**src/rtl/ram_port_arbiter.sv**
```systemverilog
// Round-robin multi-channel front end for the word-indexed simulation RAM.
// Define RAM_ARB_MISALIGN_CHK_EN to flag misaligned / below-base accesses.
module ram_port_arbiter #(
  parameter int          NUM_CH    = 2,
  parameter int          ADDR_W    = 64,
  parameter logic [63:0] BASE_ADDR = 64'h0000_0000_8000_0000,
  parameter int          DATA_W    = 64
) (
  input  logic                     clk,
  input  logic                     rst_n,
  input  logic [NUM_CH-1:0]        req_valid,
  output logic [NUM_CH-1:0]        req_ready,
  input  logic [NUM_CH-1:0]        req_we,
  input  logic [2*NUM_CH-1:0]      req_size,
  input  logic [NUM_CH-1:0]        req_signed,
  input  logic [ADDR_W*NUM_CH-1:0] req_addr,
  input  logic [DATA_W*NUM_CH-1:0] req_wdata,
  output logic [NUM_CH-1:0]        rsp_valid,
  output logic [DATA_W-1:0]        rsp_rdata,
  output logic                     rsp_err,
  output logic                     ram_ren,
  output logic [ADDR_W-1:0]        ram_ridx,
  input  logic [DATA_W-1:0]        ram_rdata,
  output logic                     ram_wen,
  output logic [ADDR_W-1:0]        ram_widx,
  output logic [DATA_W-1:0]        ram_wdata,
  output logic [DATA_W-1:0]        ram_wmask
);

  localparam int CW = (NUM_CH > 1) ? $clog2(NUM_CH) : 1;
  localparam logic [ADDR_W-1:0] BASE = ADDR_W'(BASE_ADDR);

  typedef enum logic {
    S_IDLE,
    S_RSP
  } state_e;

  state_e              state_q;
  logic [CW-1:0]       rr_q, rr_d;
  logic [NUM_CH-1:0]   gnt;
  logic                gnt_any;
  logic [CW-1:0]       gnt_ch;

  logic [NUM_CH-1:0]   rsp_valid_q;
  logic [DATA_W-1:0]   rsp_rdata_q;
  logic                rsp_err_q;

  logic [ADDR_W-1:0]   sel_addr;
  logic                sel_we;
  logic [1:0]          sel_size;
  logic                sel_sgn;
  logic [DATA_W-1:0]   sel_wdata;
  logic [ADDR_W-1:0]   off;
  logic [2:0]          lane;
  logic [5:0]          shamt;
  logic [7:0]          bmask;
  logic [7:0]          lmask;
  logic [DATA_W-1:0]   rd_sh;
  logic [DATA_W-1:0]   ld_data;
  logic                chk_bad;

  // Search from rr_q upward with wrap; first valid channel wins.
  always_comb begin
    int c;
    c       = 0;
    gnt     = '0;
    gnt_any = 1'b0;
    gnt_ch  = '0;
    rr_d    = rr_q;
    for (int i = 0; i < NUM_CH; i++) begin
      c = int'(rr_q) + i;
      if (c >= NUM_CH) c = c - NUM_CH;
      if (!gnt_any && rst_n && req_valid[c]) begin
        gnt_any = 1'b1;
        gnt_ch  = CW'(c);
        gnt[c]  = 1'b1;
      end
    end
    if (gnt_any) begin
      rr_d = (int'(gnt_ch) == NUM_CH - 1) ? '0 : gnt_ch + CW'(1);
    end
  end

  assign req_ready = gnt;

  assign sel_addr  = req_addr[int'(gnt_ch)*ADDR_W +: ADDR_W];
  assign sel_we    = req_we[gnt_ch];
  assign sel_size  = req_size[2*int'(gnt_ch) +: 2];
  assign sel_sgn   = req_signed[gnt_ch];
  assign sel_wdata = req_wdata[int'(gnt_ch)*DATA_W +: DATA_W];

  assign off   = sel_addr - BASE;
  assign lane  = sel_addr[2:0];
  assign shamt = {lane, 3'b000};

  always_comb begin
    bmask = 8'hFF;
    unique case (sel_size)
      2'd0:    bmask = 8'h01;
      2'd1:    bmask = 8'h03;
      2'd2:    bmask = 8'h0F;
      default: bmask = 8'hFF;
    endcase
  end

  // Bytes pushed past lane 7 fall off the top of the word.
  assign lmask = bmask << lane;

  always_comb begin
    ram_wmask = '0;
    for (int b = 0; b < 8; b++) begin
      ram_wmask[8*b +: 8] = {8{lmask[b]}};
    end
  end

  assign ram_wdata = sel_wdata << shamt;
  assign rd_sh     = ram_rdata >> shamt;

  always_comb begin
    ld_data = rd_sh;
    unique case (sel_size)
      2'd0:    ld_data = {{56{sel_sgn & rd_sh[7]}}, rd_sh[7:0]};
      2'd1:    ld_data = {{48{sel_sgn & rd_sh[15]}}, rd_sh[15:0]};
      2'd2:    ld_data = {{32{sel_sgn & rd_sh[31]}}, rd_sh[31:0]};
      default: ld_data = rd_sh;
    endcase
  end

`ifdef RAM_ARB_MISALIGN_CHK_EN
  logic [2:0] szm;
  assign szm = (sel_size == 2'd0) ? 3'd0 :
               (sel_size == 2'd1) ? 3'd1 :
               (sel_size == 2'd2) ? 3'd3 : 3'd7;
  assign chk_bad = gnt_any &&
                   (((lane & szm) != 3'd0) || (sel_addr < BASE));
`else
  assign chk_bad = 1'b0;
`endif

  assign ram_ren  = gnt_any & ~sel_we & ~chk_bad;
  assign ram_wen  = gnt_any &  sel_we & ~chk_bad;
  assign ram_ridx = off >> 3;
  assign ram_widx = off >> 3;

  always_ff @(posedge clk or negedge rst_n) begin
    if (!rst_n) begin
      state_q     <= S_IDLE;
      rr_q        <= '0;
      rsp_valid_q <= '0;
      rsp_rdata_q <= '0;
      rsp_err_q   <= 1'b0;
    end else begin
      rr_q        <= rr_d;
      rsp_valid_q <= gnt;
      rsp_err_q   <= chk_bad;
      rsp_rdata_q <= (gnt_any && !sel_we && !chk_bad) ? ld_data : '0;
      unique case (state_q)
        S_IDLE:  state_q <= gnt_any ? S_RSP : S_IDLE;
        S_RSP:   state_q <= gnt_any ? S_RSP : S_IDLE;
        default: state_q <= S_IDLE;
      endcase
    end
  end

  assign rsp_valid = rsp_valid_q & {NUM_CH{state_q == S_RSP}};
  assign rsp_rdata = rsp_rdata_q;
`ifdef RAM_ARB_MISALIGN_CHK_EN
  assign rsp_err   = rsp_err_q;
`else
  assign rsp_err   = 1'b0;
`endif

endmodule

```
**config.mk**
```make
export PLATFORM = sky130hd
export DESIGN_NAME = ram_port_arbiter
export DESIGN_NICKNAME = d
export VERILOG_FILES = /design/src/rtl/ram_port_arbiter.sv
export SDC_FILE = /design/constraint.sdc
export NUM_CORES = 1
export LEC_CHECK = 0
export BUFFER_PORTS_ARGS = -buffer_cell sky130_fd_sc_hd__buf_4
export CAP_MARGIN = 10
export CORE_AREA = 2 2 256 258
export CTS_CLUSTER_DIAMETER = 150
export DETAILED_ROUTE_END_ITERATION = 12
export DIE_AREA = 0 0 258 260
export PLACE_DENSITY = 0.45
export SETUP_SLACK_MARGIN = 0.4
export SYNTH_ARGS = -nofsm -noshare
export SYNTH_HDL_FRONTEND = slang
export SYNTH_SLANG_ARGS = --single-unit
```
**constraint.sdc**
```tcl
create_clock -name clk -period 4.5 [get_ports clk]
set_input_delay 0.225 -clock clk [delete_from_list [all_inputs] [get_ports clk]]
set_output_delay 0.225 -clock clk [all_outputs]
set_load 0.03 [all_outputs]
```
==> results of run 1 <==
final cells by class:
| cell class | count | area, µm² |
|---|---|---|
| fill | 7188 | 49100 |
| multi-input combinational | 1083 | 6730 |
| timing repair buffer | 687 | 5180 |
| sequential | 68 | 1700 |
| tap | 855 | 1070 |
| clock buffer | 9 | 225 |
| clock inverter | 7 | 76.3 |
| inverter | 9 | 38.8 |
| antenna | 4 | 10.0 |
state kept, by name, indices dropped and copies added, names as in the netlist:
register,count
rsp_rdata,64
rsp_valid_q,2
rr_q,1
state_q,1
synth_stat cells (8+ instances only):
master,number,share of area
or3_1,9,0.0058
a22oi_1,11,0.0085
mux2_2,21,0.024
a211oi_1,67,0.052
nand2_1,205,0.080
buf_2,15,0.0078
a21oi_1,120,0.062
and2_1,10,0.0065
clkbuf_1,66,0.026
buf_1,18,0.0070
buf_4,124,0.096
nor4_1,11,0.0071
xnor2_1,23,0.021
nor3_1,31,0.016
o22ai_1,19,0.012
nor2_1,170,0.066
a31oi_1,8,0.0052
o21ai_0,55,0.028
mux2i_1,151,0.16
dfrtp_1,68,0.18
xor2_1,16,0.014
nor2b_1,42,0.027
nand3_1,39,0.020
worst paths after layout:
kind	slack [ns]	cells after the start	to	startpoint
hold reg to reg	0.53	1	rr_q	rr_q
min in group asynchronous	0.52	3	rsp_rdata[23]	rst_n
hold / removal	0.17	3	rsp_rdata[58]	ram_rdata[58]
setup reg to reg	1.12	7	rsp_rdata[30]	rr_q
setup / recovery	0.73	10	ram_widx[60]	rr_q
max in group asynchronous	3.05	4	rsp_rdata[41]	rst_n
worst register-to-register path: stages, from the launching register on:
cell      delay, ns
dfrtp_1        0.40
nand2b_2       0.39
nand3_1        0.36
and2_2         0.51
nand4_1        0.26
and4_1         0.31
nor2_1         0.71
o21ai_0        0.26
repair_timing:
item	4_1_cts	5_1_grt
hold buffers	1	0
setup buffers	0	0
endpoints found under the hold margin	25	0
pin swaps	0	0
resized for setup	1	4
setup endpoints to repair	6	12
metal layers:
metal,GRT usage,share of wire,vias to the layer above
met5,0,0.00089,-
li1,-,-,5697
met2,0.301,0.50,669
met3,0.0334,0.067,74
met1,0.213,0.41,5876
met4,0.0469,0.026,8
cell usage in the layout (no fill, tap or decap), drive strengths merged, types with 11 or more instances in the layout:
cell type / netlist / routed
a211oi: 68 / 68
a21oi: 120 / 120
a22oi: 11 / 11
buf: 159 / 686
dfrtp: 68 / 68
mux2: 21 / 21
mux2i: 151 / 151
nand2: 205 / 205
nand3: 39 / 39
nor2: 170 / 170
nor2b: 42 / 42
nor3: 31 / 31
nor4: 12 / 12
o21ai: 58 / 58
o22ai: 19 / 19
xnor2: 23 / 23
xor2: 16 / 16
kinds of logic (layout without fill, tap and decap cells):
family	count (synthesis)	after routing	synth area share
muxes	179	179	0.197
buffers and inverters	234	712	0.142
adders and majority gates	1	1	0.00129
DFF	68	68	0.176
and+or+nand+nor	541	541	0.248
AOI/OAI and AO/OA	316	316	0.200
other	1	11	0.000388
xor gates and xnor gates	39	39	0.0353
report_power, final:
group	switching (mW)	internal [mW]
combinational	1.53	0.866
clock	0.300	0.432
sequential	0.0194	0.647
metrics by stage:
stage,hold slack (ns),instances,area [µm²],utilization
after floorplan,-0.0706,1385,9770,-
after global placement,0.308,2701,14700,0.229
after detailed placement,0.309,2701,14700,0.229
after CTS,0.153,2718,15000,0.234
after global routing,0.184,2720,15000,0.234
final,0.166,2722,15000,0.235
==> metrics, run 1 <==
outcome completed; DRT antenna net count 0; first-pass GRT wire length 85000 µm; sequential fraction of the synthesis area 0.176; CP bufs+invs 1; setup ws final 0.727 ns; top cell family by delay on the critical path simple AND/OR/NAND/NOR gates; Die Wd 258 µm; Clock Sinks 68; critical path arrival 3.55 ns; core area 64100 µm²; slew at the pin closest to its max-slew limit 1.10 ns; Syn Area/Cell 7.02 µm²; fin crit share 0.839; setup_tns 0 ns; Clock Tree Root clkbuf_16; Clk pin slew, worst setup/hold paths 0.06 ns; CTS tree built; YS warnings 0; Total GRT Usage 0.172; Crit path largest cell delay 0.40 ns; Worst EP required 4.28 ns; Final Skew 0.00642 ns; Final setup viols 0; Post-Syn Instances 1379; Post-Route WL 61600 µm; highest net fanout along the worst path 16; io pins 659; First-pass DRT Iterations 7; CP Cell Sequence nand2b_2 -> nand2_8 -> mux2i_4 -> ha_1 -> o21a_1 -> nand4_1 -> nand2b_1 -> nor3_1 -> xnor2_2 -> buf_4; initial antenna violation count 8; vias 12324; Max Clock Freq 265 MHz; startpoint types register; Max stage delay cell, worst path dfrtp_1; largest net degree at the start of global routing 133; Tmin final 3.77 ns; # rows 93; flops & latches, synth 68; Post-synth EDFFs 0; Leakage 7.29 nW; Iter 0 DRT Violations 952; Max Root-Sink Buffers 2; Nets 2191; Power Total 3.79 mW; Initial Utilization 0.151; async set-reset flop share out of synthesis 1.00; Final Max Tran Viols 0; Hold Path Class in -> reg; number of global-route vias before repair 12044; dpl hpwl 51100 µm; die span in y 260 µm; per-cell routed wire length 22.6 µm; H-tree depth 3; Max Cap Viol 0; GRT Residual Overflow 0; cell area after synthesis 9680 µm²; IO buf count 651; vias per cell 4.53; Final Hold Vio Count 0; pwr dens 252 nW/µm²; area delta synth->final 55.4%; Crit Path Class reg -> out; Num CTS Buffers 9; Primary FF master, synth dfrtp_1; Worst VDD drop 0.184 mV; worst skew pair latency 0.35 ns; Distinct cells, synth 66; Rel. slew slack 0.247; DIE AREA 67100 µm²; DRC Markers 0; Worst setup EP type primary output; layout cells sized above 1 0.405; unrepaired setup endpoints after global routing false; pre-CTS WS 0.598 ns; routability cong. 0.909
Power figures use the tool's default switching activity.
==> run 2: changes to the inputs <==
==> constraint.sdc (replaced) <==
create_clock -name clk -period 3.8 [get_ports clk]
set_input_delay 0.19 -clock clk [delete_from_list [all_inputs] [get_ports clk]]
set_output_delay 0.19 -clock clk [all_outputs]
set_load 0.03 [all_outputs]
==> metrics, run 2 (synthesized netlist as in run 1, its figures left out) <==
critical path arrival 3.13 ns; Clock Sinks 68; First-pass DRT Iterations 5; DRT antenna net count 0; largest net degree at the start of global routing 91; most frequent cells in the layout 695 x buf_4, 202 x nand2_1, 167 x nor2_1; CP bufs+invs 3; Num CTS Buffers 9; Final Skew 0.00868 ns; Max Cap Viol 0; die span in y 260 µm; switch share 0.489; Hold Path Class in -> async; Clock Tree Root clkbuf_16; top cell family by delay on the critical path compound AO/OA/AOI/OAI gates; Final setup viols 0; Reg power frac 0.177; Initial Utilization 0.151; Rel. slew slack 0.394; Final Max Tran Viols 0; H-tree depth 3; first-pass GRT wire length 84600 µm; multi-input combinational cell area 6870 µm²; per-cell routed wire length 22.2 µm; combinational power share 0.642; layout cells sized above 1 0.418; highest net fanout along the worst path 33; vias 12350; Switch Pwr 2.18 mW; area delta synth->final 58.1%; commonest non-fill, non-tap cell in the layout buf_4; startpoint types register; Max Root-Sink Buffers 2; worst skew pair latency 0.34 ns; IO buf count 651; Clk pin slew, worst setup/hold paths 0.06 ns; Final Hold Vio Count 0; slew at the pin closest to its max-slew limit 0.908 ns; vias per cell 4.51; outcome completed; GRT Residual Overflow 0; CP Cell Sequence nand2b_4 -> nand2_8 -> inv_4 -> buf_4 -> a211oi_1 -> a211oi_1 -> nor3_1 -> a21oi_1 -> buf_4; initial antenna violation count 10; Max stage delay cell, worst path a211oi_1; pwr dens 292 nW/µm²; DRC Markers 0; setup_tns 0 ns; Pint 2.28 mW; worst reg-to-reg setup slack 0.64 ns; # rows 93; core area 64100 µm²; Clk pwr share 0.181; dpl hpwl 50400 µm; Total GRT Usage 0.169; Filler Cell Count 7140; Max Clock Freq 301 MHz; Die Wd 258 µm; Worst EP required 3.61 ns; Crit Path Class reg -> out; Worst VDD drop 0.182 mV; Post-Route WL 60800 µm; routability cong. 0.912; Iter 0 DRT Violations 1063; Tmin final 3.32 ns; io pins 659; Power Total 4.46 mW; max reg flops 64; DIE AREA 67100 µm²; Nets 2205; Reg area 1700 µm²; fin crit share 0.874; CTS tree built; Worst setup EP type primary output; Crit path largest cell delay 0.75 ns; unrepaired setup endpoints after global routing false; Leakage 7.42 nW; number of global-route vias before repair 11995
## run 2: cell types whose count changed in the layout (fill, tap and decap cells not counted), sizes merged
| cell | change |
|---|---|
| buf | +14 |
| bufinv | -1 |
| clkbuf | +1 |
| diode | +1 |
## run 2: repair_timing
| item | 4_1_cts | 5_1_grt |
|---|---|---|
| cloned | 0 | 0 |
| setup endpoints to repair | 54 | 24 |
| endpoints found under the hold margin | 3 | 0 |
| hold buffers | 1 | 0 |
| pin swaps | 1 | 1 |
| resized for setup | 5 | 3 |
| setup buffers | 1 | 1 |
## run 2: power by group through the flow
stage | registers [mW] | logic [mW] | clock network, mW
CTS | 0.788 | 2.87 | 0.821
floorplan | 0.872 | 1.68 | 0
finish | 0.788 | 2.87 | 0.807
global route | 0.791 | 3.03 | 0.858
detailed placement | 0.801 | 2.86 | 0
global placement | 0.802 | 2.86 | 0
## run 2: cell type report
class	count	area share
Sequential cell	68	0.111
Inverter	9	0.00237
Clock inverter	6	0.00254
Multi-Input combinational cell	1083	0.449
Clock buffer	10	0.0156
Timing Repair Buffer	701	0.348
Tap cell	855	0.0699
Antenna cell	5	0.000818
## run 2: routing by layer
layer,share of wire,GRT usage,up-vias
met5,0.0014,0,-
met4,0.0065,0.0149,12
met3,0.069,0.0293,36
met2,0.50,0.294,640
met1,0.43,0.225,5932
li1,-,-,5730
## run 2: path summary, 6_finish.rpt
| kind | start | end | depth (start not counted) |
|---|---|---|---|
| min in group clk | ram_rdata[61] | rsp_rdata[61] | 3 |
| hold reg to reg | rr_q | rr_q | 1 |
| setup reg to reg | rr_q | rsp_rdata[25] | 8 |
| hold / removal | rst_n | rsp_valid_q[0] | 2 |
| setup / recovery | rr_q | ram_wdata[49] | 9 |
| max in group asynchronous | rst_n | rsp_rdata[38] | 2 |
## run 2: metrics by stage
stage | utilization | area, µm² | hold slack, ns | std cells | setup slack [ns]
after floorplan | - | 9920 | -0.106 | 1385 | 0.382
after global placement | 0.233 | 14900 | 0.0118 | 2713 | 0.308
after detailed placement | 0.233 | 14900 | 0.0136 | 2713 | 0.310
after CTS | 0.238 | 15300 | 0.122 | 2731 | 0.400
after global routing | 0.239 | 15300 | 0.144 | 2734 | 0.404
final | 0.239 | 15300 | 0.115 | 2737 | 0.478
==> run 3: changes to the inputs <==
==> constraint.sdc (replaced) <==
create_clock -name clk -period 3.8 [get_ports clk]
set_input_delay 0 -clock clk [delete_from_list [all_inputs] [get_ports clk]]
set_output_delay 0 -clock clk [all_outputs]
set_load 0.03 [all_outputs]
==> metrics, run 3 (synthesized netlist as in run 1, its figures left out) <==
core area 64100 µm²; per-cell routed wire length 22.4 µm; Clock Sinks 68; startpoint types register; layout cells sized above 1 0.411; DIE AREA 67100 µm²; Worst VDD drop 0.200 mV; pwr dens 295 nW/µm²; max reg flops 64; number of global-route vias before repair 12101; First-pass DRT Iterations 8; Worst setup EP type primary output; H-tree depth 3; Final Skew 0.00293 ns; critical path arrival 3.28 ns; io pins 659; DRC Markers 0; outcome finished, violations left; Area after DPL 14800 µm²; Filler Cell Count 7108; slew at the pin closest to its max-slew limit 1.01 ns; setup ws final 0.522 ns; vias per cell 4.48; unrepaired setup endpoints after global routing true; Total GRT Usage 0.171; GRT Residual Overflow 0; IO buf count 651; failing checks hold timing; Nets 2205; most frequent cells in the layout 689 x buf_4, 202 x nand2_1, 167 x nor2_1; DRT antenna net count 0; Placed Instances 2705; Max Cap Viol 0; Iter 0 DRT Violations 767; fin crit share 0.863; Final setup viols 0; Worst EP required 3.80 ns; Tmin final 3.28 ns; Leakage 7.39 nW; routability cong. 0.910; Final Hold Vio Count 50; Finished Layout Cells 2735; highest net fanout along the worst path 9; Post-Route WL 61300 µm; die span in y 260 µm; Clock Tree Root clkbuf_16; largest net degree at the start of global routing 81; Power Total 4.50 mW; initial antenna violation count 12; Num CTS Buffers 9; Max Clock Freq 305 MHz; Crit Path Class reg -> out; first-pass GRT wire length 85200 µm; Worst Setup SP rr_q; Initial Utilization 0.151; dpl hpwl 51200 µm; area delta synth->final 57.7%; finished layout cell area 15300 µm²; # rows 93; setup_tns 0 ns; vias 12265; Final Max Tran Viols 0; Final Core Density 0.238; worst reg2reg startpoint rr_q; Rel. slew slack 0.325; pre-CTS WS 0.468 ns; commonest non-fill, non-tap cell in the layout buf_4; Clk pin slew, worst setup/hold paths 0.06 ns; Max Root-Sink Buffers 2; worst skew pair latency 0.34 ns; Hold Path Class in -> async; worst hold slack -0.00875 ns; CTS tree built; Die Wd 258 µm
run 3: worst paths after layout:
kind,endpoint,cells past startpoint,slack [ns]
max,ram_widx[46],7,0.52
min,rsp_rdata[48],2,-0.009
max reg2reg,rsp_rdata[40],9,0.60
min reg2reg,rr_q,1,0.53
max in group asynchronous,rsp_rdata[39],2,3.24
min in group clk,state_q,3,0.05
run 3: power breakdown:
| group | internal [mW] | leakage (nW) | switching [mW] |
|---|---|---|---|
| Combinational | 1.04 | 6.31 | 1.80 |
| Sequential | 0.766 | 0.930 | 0.0225 |
| Clock | 0.539 | 0.151 | 0.327 |
| Total | 2.35 | 7.39 | 2.15 |
run 3: routing by layer:
layer  global-route usage  up-vias  part of all wire
met2                0.297      592              0.49
met5                    0        -            0.0017
met4               0.0250       16             0.013
met3               0.0327       56             0.066
li1                     -     5732                 -
met1                0.222     5869              0.43
run 3: worst max-delay path: stages (launching register included):
cell       delay [ns]
dfrtp_1          0.40
nand2b_2         0.31
a2111oi_0        0.83
o221ai_2         0.40
nor4_1           0.39
xnor2_1          0.15
mux2i_4          0.23
buf_4            0.21
run 3: area by class of cell:
class	count	area, µm²	share of cell area
diodes	4	10.0	0.000656
repair buffers	701	5310	0.348
inverters	9	40.0	0.00262
multi-input cells	1083	6820	0.447
well taps	855	1070	0.0701
clock buffers	11	253	0.0166
clock inverters	4	48.8	0.00320
flip-flops and latches	68	1700	0.112
run 3: what timing repair did:
action	4_1_cts	5_1_grt
gates cloned	0	0
pin swaps	1	0
setup endpoints to repair	43	49
hold buffers	9	0
gates resized for setup	5	4
buffers inserted	1	1
endpoints found under the hold margin	14	0
